$ cat src/rtl/shift_accumulator_if.sv
// shift_accumulator_if: adder-facing control/data bundle between the FIR sequencer and the shift accumulator
interface shift_accumulator_if #(
   parameter int WIDTH = 40,
   parameter int CNT_W = 4
);
   logic             start;
   logic             term_valid;
   logic             group_end;
   logic [WIDTH-1:0] sum;
   logic [WIDTH-1:0] acc_out;
   logic [WIDTH-1:0] y_out;
   logic             done;
   logic             busy;
   logic [CNT_W-1:0] group_cnt;
   modport master (
      output start, term_valid, group_end, sum,
      input  acc_out, y_out, done, busy, group_cnt
   );
   modport slave (
      input  start, term_valid, group_end, sum,
      output acc_out, y_out, done, busy, group_cnt
   );
endinterface

$ cat src/rtl/shift_accumulator.sv
// shift_accumulator: MSDAP per-group accumulate and arithmetic-shift stage; SHIFT_ACC_ROUND_EN rounds the final shift half-up
module shift_accumulator #(
   parameter int WIDTH      = 40,
   parameter int NUM_GROUPS = 16,
   parameter int CNT_W      = 4
) (
   input logic                Sclk,
   input logic                reset,
   shift_accumulator_if.slave bus
);
   typedef enum logic {IDLE, ACCUM} state_t;
   localparam logic [CNT_W-1:0] LAST = CNT_W'(NUM_GROUPS - 1);
   state_t           state, state_n;
   logic [WIDTH-1:0] acc, acc_n, y, y_n, v, sh, y_fin;
   logic [CNT_W-1:0] cnt, cnt_n;
   logic             done_q, done_n;
   always_comb begin
      v = bus.term_valid ? bus.sum : acc;
      sh = WIDTH'($signed(v) >>> 1);
`ifdef SHIFT_ACC_ROUND_EN
      y_fin = sh + WIDTH'(v[0]);
`else
      y_fin = sh;
`endif
   end
   always_comb begin
      state_n = state;
      acc_n = acc;
      y_n = y;
      cnt_n = cnt;
      done_n = 1'b0;
      if (state == IDLE) begin
         if (bus.start) begin
            acc_n = '0;
            cnt_n = '0;
            state_n = ACCUM;
         end
      end else if (bus.start) begin
         acc_n = '0;
         cnt_n = '0;
      end else if (!bus.group_end) begin
         acc_n = v;
      end else if (cnt == LAST) begin
         y_n = y_fin;
         done_n = 1'b1;
         acc_n = '0;
         cnt_n = '0;
         state_n = IDLE;
      end else begin
         acc_n = sh;
         cnt_n = cnt + CNT_W'(1);
      end
   end
   always_ff @(posedge Sclk) begin
      if (reset) begin
         state <= IDLE;
         acc <= '0;
         y <= '0;
         cnt <= '0;
         done_q <= 1'b0;
      end else begin
         state <= state_n;
         acc <= acc_n;
         y <= y_n;
         cnt <= cnt_n;
         done_q <= done_n;
      end
   end
   assign bus.acc_out = acc;
   assign bus.y_out = y;
   assign bus.done = done_q;
   assign bus.busy = (state == ACCUM);
   assign bus.group_cnt = cnt;
endmodule
$ cat src/flat_wrapper.sv
// flat-port wrapper written by rule: the top's interface ports become plain ports
module shift_accumulator_flat 
#(
   parameter int WIDTH      = 40,
   parameter int NUM_GROUPS = 16,
   parameter int CNT_W      = 4
)
  (Sclk, reset, bus_start, bus_term_valid, bus_group_end, bus_sum, bus_acc_out, bus_y_out, bus_done, bus_busy, bus_group_cnt);
  shift_accumulator_if #(.WIDTH(WIDTH), .CNT_W(CNT_W)) bus_i ();
  input logic Sclk;
  input logic reset;
  input wire logic [$bits(bus_i.start)-1:0] bus_start;
  input wire logic [$bits(bus_i.term_valid)-1:0] bus_term_valid;
  input wire logic [$bits(bus_i.group_end)-1:0] bus_group_end;
  input wire logic [$bits(bus_i.sum)-1:0] bus_sum;
  output wire logic [$bits(bus_i.acc_out)-1:0] bus_acc_out;
  output wire logic [$bits(bus_i.y_out)-1:0] bus_y_out;
  output wire logic [$bits(bus_i.done)-1:0] bus_done;
  output wire logic [$bits(bus_i.busy)-1:0] bus_busy;
  output wire logic [$bits(bus_i.group_cnt)-1:0] bus_group_cnt;
  assign bus_i.start = bus_start;
  assign bus_i.term_valid = bus_term_valid;
  assign bus_i.group_end = bus_group_end;
  assign bus_i.sum = bus_sum;
  assign bus_acc_out = bus_i.acc_out;
  assign bus_y_out = bus_i.y_out;
  assign bus_done = bus_i.done;
  assign bus_busy = bus_i.busy;
  assign bus_group_cnt = bus_i.group_cnt;
  shift_accumulator #(.WIDTH(WIDTH), .NUM_GROUPS(NUM_GROUPS), .CNT_W(CNT_W)) u_core (.Sclk(Sclk), .reset(reset), .bus(bus_i));
endmodule
$ cat config.mk
export PLATFORM = sky130hd
export DESIGN_NAME = shift_accumulator_flat
export DESIGN_NICKNAME = d
export VERILOG_FILES = /design/src/rtl/shift_accumulator_if.sv /design/src/rtl/shift_accumulator.sv /design/src/flat_wrapper.sv
export SDC_FILE = /design/constraint.sdc
export NUM_CORES = 1
export LEC_CHECK = 0
export ABC_AREA = 1
export BUFFER_PORTS_ARGS = -buffer_cell sky130_fd_sc_hd__buf_2
export CAP_MARGIN = 40
export CELL_PAD_IN_SITES_DETAIL_PLACEMENT = 2
export CELL_PAD_IN_SITES_GLOBAL_PLACEMENT = 2
export CORE_ASPECT_RATIO = 0.75
export CORE_UTILIZATION = 26
export CTS_CLUSTER_SIZE = 25
export DETAILED_ROUTE_END_ITERATION = 7
export PLACE_DENSITY = 0.91
export SETUP_SLACK_MARGIN = 0.3
export SKIP_CTS_REPAIR_TIMING = 1
export SLEW_MARGIN = 20
export SYNTH_ARGS = -nofsm -noshare
export SYNTH_HDL_FRONTEND = slang
export SYNTH_SLANG_ARGS = --single-unit
$ cat constraint.sdc
create_clock -name Sclk -period 1.9 [get_ports Sclk]
set_clock_uncertainty 0.2 [all_clocks]
set_input_delay 0.38 -clock Sclk [delete_from_list [all_inputs] [get_ports Sclk]]
set_output_delay 0.38 -clock Sclk [all_outputs]
set_load 0.05 [all_outputs]
==> reports/metrics.yaml <==
outcome: "finished, final reports clean"
finalSetupTns_ns: 0
cts_max_path_buffers: 2
slew_of_the_pin_with_the_lowest_slew_margin_ns: 0.404
relSlewSlack_pct: 73.1
placeableCoreArea_um2: 16100
critical_path.max_stage_delay_ns: 0.38
synth-simple-area-share_pct: 32.5
drt_pre_antenna_iters: 4
vias_per_cell: 4.76
initial_cell_density_of_the_core_pct: 26.7
worst-endpoint-arrival_ns: 1.65
global_route.usage.total_pct: 19.7
largest_net_degree_at_the_start_of_global_routing: 32
initial_antenna_violation_count: 0
cts_root_buf: "sky130_fd_sc_hd__clkbuf_16"
die_w_um: 151
clock_sinks: 85
fmax_mhz: 619
synth.yosys.warnings: 0
drc: 0
cp_top_delay_family: "flip-flops"
final.period_utilization_pct: 85.0
drt-total-wl_um: 16700
placedCellCount: 997
worstSetupPathType: "register to register"
die-height_um: 113
layout.nets: 844
synth-compound-area-share_pct: 14.8
totalPowerFinal_mw: 4.21
synth-seq-cells: 85
grt_setup_unrepaired: "true"
antennaDiodeCount: 0
dpl_cell_area_um2: 5210
required_ns: 1.93
synth_async_sr_flop_share_pct: 0
first_global_vias: 4963
grt_overflow: 0
irDropWorstVdd_mv: 0.311
design_area_um2: 5710
synth.cell_area_um2: 4300
synth_top_family_by_area: "simple AND/OR/NAND/NOR gates"
h-tree-depth: 3
area_growth_syn_to_layout_pct: 32.9
synth_top_area_share_pct: 39.6
io_pins: 131
synthXorXnorAreaFrac_pct: 0
power_frac_clock_pct: 41.9
net-switching-power_mw: 1.20
hold_viol_final: 0
timing.critical_path.slowest_stage_cell: "sky130_fd_sc_hd__dfxtp_4"
min_path_type: "input pin to register"
dpl.hpwl_um: 11800
synth_top_flop_cell: "sky130_fd_sc_hd__dfxtp_1"
drive_gt1_share_pct: 24.9
internal_power_mw: 3.01
cts_tree: "built"
port_buffers: 130
placement_rows: 40
final_cell_count_no_fill: 1013
crit_chain: "ha_4 > nand3_4 > nor2_4 > inv_2 > buf_12 > a21oi_1 > nor2_1"
cp.buffers_inverters: 2
netlist_top_cells_count: "208 x sky130_fd_sc_hd__nand2_1, 85 x sky130_fd_sc_hd__dfxtp_1, 83 x sky130_fd_sc_hd__a21oi_1, 82 x sky130_fd_sc_hd__inv_1, 78 x sky130_fd_sc_hd__nand3_1"
synth_fa_ha_area_share_pct: 0.291
startpoint_type: "register"
yosys_top_cell_by_area: "sky130_fd_sc_hd__dfxtp_1"
drv_slew: 0
post_synth.cell_area_avg_um2: 6.33
share_seq_of_total_power_pct: 43.5
first_iter_violations: 174
global_route_wire_length_before_repair_um: 26000
synth.top_cells.by_area: "sky130_fd_sc_hd__dfxtp_1 40%, sky130_fd_sc_hd__nand2_1 18%, sky130_fd_sc_hd__a21oi_1 9.7%"
fill_cells: 1990
unique_masters_post_synth: 26
num_vias: 4824
final.min_clock_period_ns: 1.62
die_area_um2: 17100
yosysMostFrequentCell: "sky130_fd_sc_hd__nand2_1"
worst_setup_path_end_kind: "register"
antenna_violating_nets_post_route: 0
clock_latency_ns: 0.35
netlist_instances: 679
power-per-cell-area_nw_per_um2: 736
synth_enable_flop_cells: 0
gp_routability_congestion: 0.743
p_leak_nw: 2.75
synthesis.nets: 725
wl_per_cell_um: 16.5
ys_seq_area_share_pct: 39.6
cts_inserted_buffers: 9
clkSlewWorstSetupHoldPaths_ns: 0.06
switching_share_pct: 28.5
timing.critical_path.fanout_max: 23
max_cap_violations: 0
pwr-share-comb_pct: 14.6
final_count_of_negative_setup_slack_endpoints: 0
yosys-mux-area-fraction_pct: 0
-- registers in the layout, summed over array words and instances (netlist names) --
| name | flops |
|---|---|
| u_core.bus.group_cnt | 4 |
| u_core.bus.busy | 1 |
| u_core.bus.y_out | 39 |
| u_core.bus.done | 1 |
| u_core.bus.acc_out | 40 |
-- area by class of cell --
| type | instances | area [um^2] | area share [%] |
|---|---|---|---|
| tap | 210 | 263 | 4.60 |
| timing repair buffer | 152 | 973 | 17.0 |
| sequential | 85 | 1720 | 30.0 |
| clock buffer | 14 | 244 | 4.27 |
| inverter | 86 | 323 | 5.65 |
| multi-input combinational | 464 | 2160 | 37.8 |
| clock inverter | 2 | 33.8 | 0.591 |
-- power by group through the flow --
stage	registers, mW	clock network (mW)	logic, mW
3_5_place_dp	1.87	0	0.591
4_1_cts	1.83	1.80	0.597
2_1_floorplan	1.95	0	0.309
6_report	1.83	1.76	0.612
3_3_place_gp	1.87	0	0.570
5_1_grt	1.83	1.87	0.676
-- final timing paths --
path | from | end | slack [ns] | depth (start not counted)
setup / recovery | u_core.bus.group_cnt[1]$_SDFFE_PP0P_ | u_core.bus.y_out[35]$_SDFFE_PP0P_ | 0.28 | 7
hold / removal | bus_start | u_core.bus.group_cnt[2]$_SDFFE_PP0P_ | 0.20 | 4
setup reg to reg | u_core.bus.group_cnt[1]$_SDFFE_PP0P_ | u_core.bus.y_out[35]$_SDFFE_PP0P_ | 0.28 | 7
hold reg to reg | u_core.bus.acc_out[29]$_SDFFE_PP0P_ | u_core.bus.acc_out[29]$_SDFFE_PP0P_ | 0.29 | 2
-- layer usage --
layer  global-route usage [%]  part of all wire, %  up-vias
li1                         -                    -     2376
met1                     25.6                   48     2339
met4                     4.31                 0.80        0
met3                     3.64                  3.6       13
met5                        0                    0        -
met2                     33.6                   48       96
-- cell usage in the layout (no fill, tap or decap), types with 2 or more instances in the layout --
| cell | instances |
|---|---|
| sky130_fd_sc_hd__nand2_1 | 208 |
| sky130_fd_sc_hd__buf_2 | 86 |
| sky130_fd_sc_hd__inv_1 | 82 |
| sky130_fd_sc_hd__dfxtp_1 | 80 |
| sky130_fd_sc_hd__nand3_1 | 78 |
| sky130_fd_sc_hd__a21oi_1 | 63 |
| sky130_fd_sc_hd__nor2_1 | 41 |
| sky130_fd_sc_hd__clkbuf_4 | 33 |
| sky130_fd_sc_hd__o21ai_0 | 29 |
| sky130_fd_sc_hd__buf_4 | 26 |
| sky130_fd_sc_hd__a21oi_2 | 20 |
| sky130_fd_sc_hd__o21ai_1 | 9 |
| sky130_fd_sc_hd__clkbuf_16 | 9 |
| sky130_fd_sc_hd__clkbuf_1 | 5 |
| sky130_fd_sc_hd__inv_2 | 4 |
| sky130_fd_sc_hd__nor2_4 | 4 |
| sky130_fd_sc_hd__buf_6 | 4 |
| sky130_fd_sc_hd__dfxtp_4 | 3 |
| sky130_fd_sc_hd__nor2_2 | 2 |
| sky130_fd_sc_hd__nand4_1 | 2 |
| sky130_fd_sc_hd__buf_12 | 2 |
| sky130_fd_sc_hd__dfxtp_2 | 2 |
-- worst reg2reg max path, stage by stage, from the launching register on --
cell and delay, ns:
sky130_fd_sc_hd__dfxtp_4 0.38, sky130_fd_sc_hd__ha_4 0.16, sky130_fd_sc_hd__nand3_4 0.11, sky130_fd_sc_hd__nor2_4 0.16, sky130_fd_sc_hd__inv_2 0.08, sky130_fd_sc_hd__buf_12 0.16, sky130_fd_sc_hd__a21oi_1 0.18, sky130_fd_sc_hd__nor2_1 0.06
-- per-stage QoR --
step	util (%)	hold WS [ns]	setup slack, ns
6_report	35.5	0.204	0.284
3_3_place_gp	32.3	0.269	0.218
3_5_place_dp	32.3	0.282	0.115
2_1_floorplan	-	0.335	0.298
4_1_cts	34.0	0.189	0.222
5_1_grt	35.5	0.212	0.209
-- cells by family (layout without fill, tap and decap cells) --
logic type,count (synthesis),in the layout
AND/OR/NAND/NOR,338,338
buffers and inverters,130,254
AO/OA/AOI/OAI,125,125
flip-flops,85,85
adder cells (fa/ha/maj),1,1
Note: power is estimated with default switching activity, not from simulation.
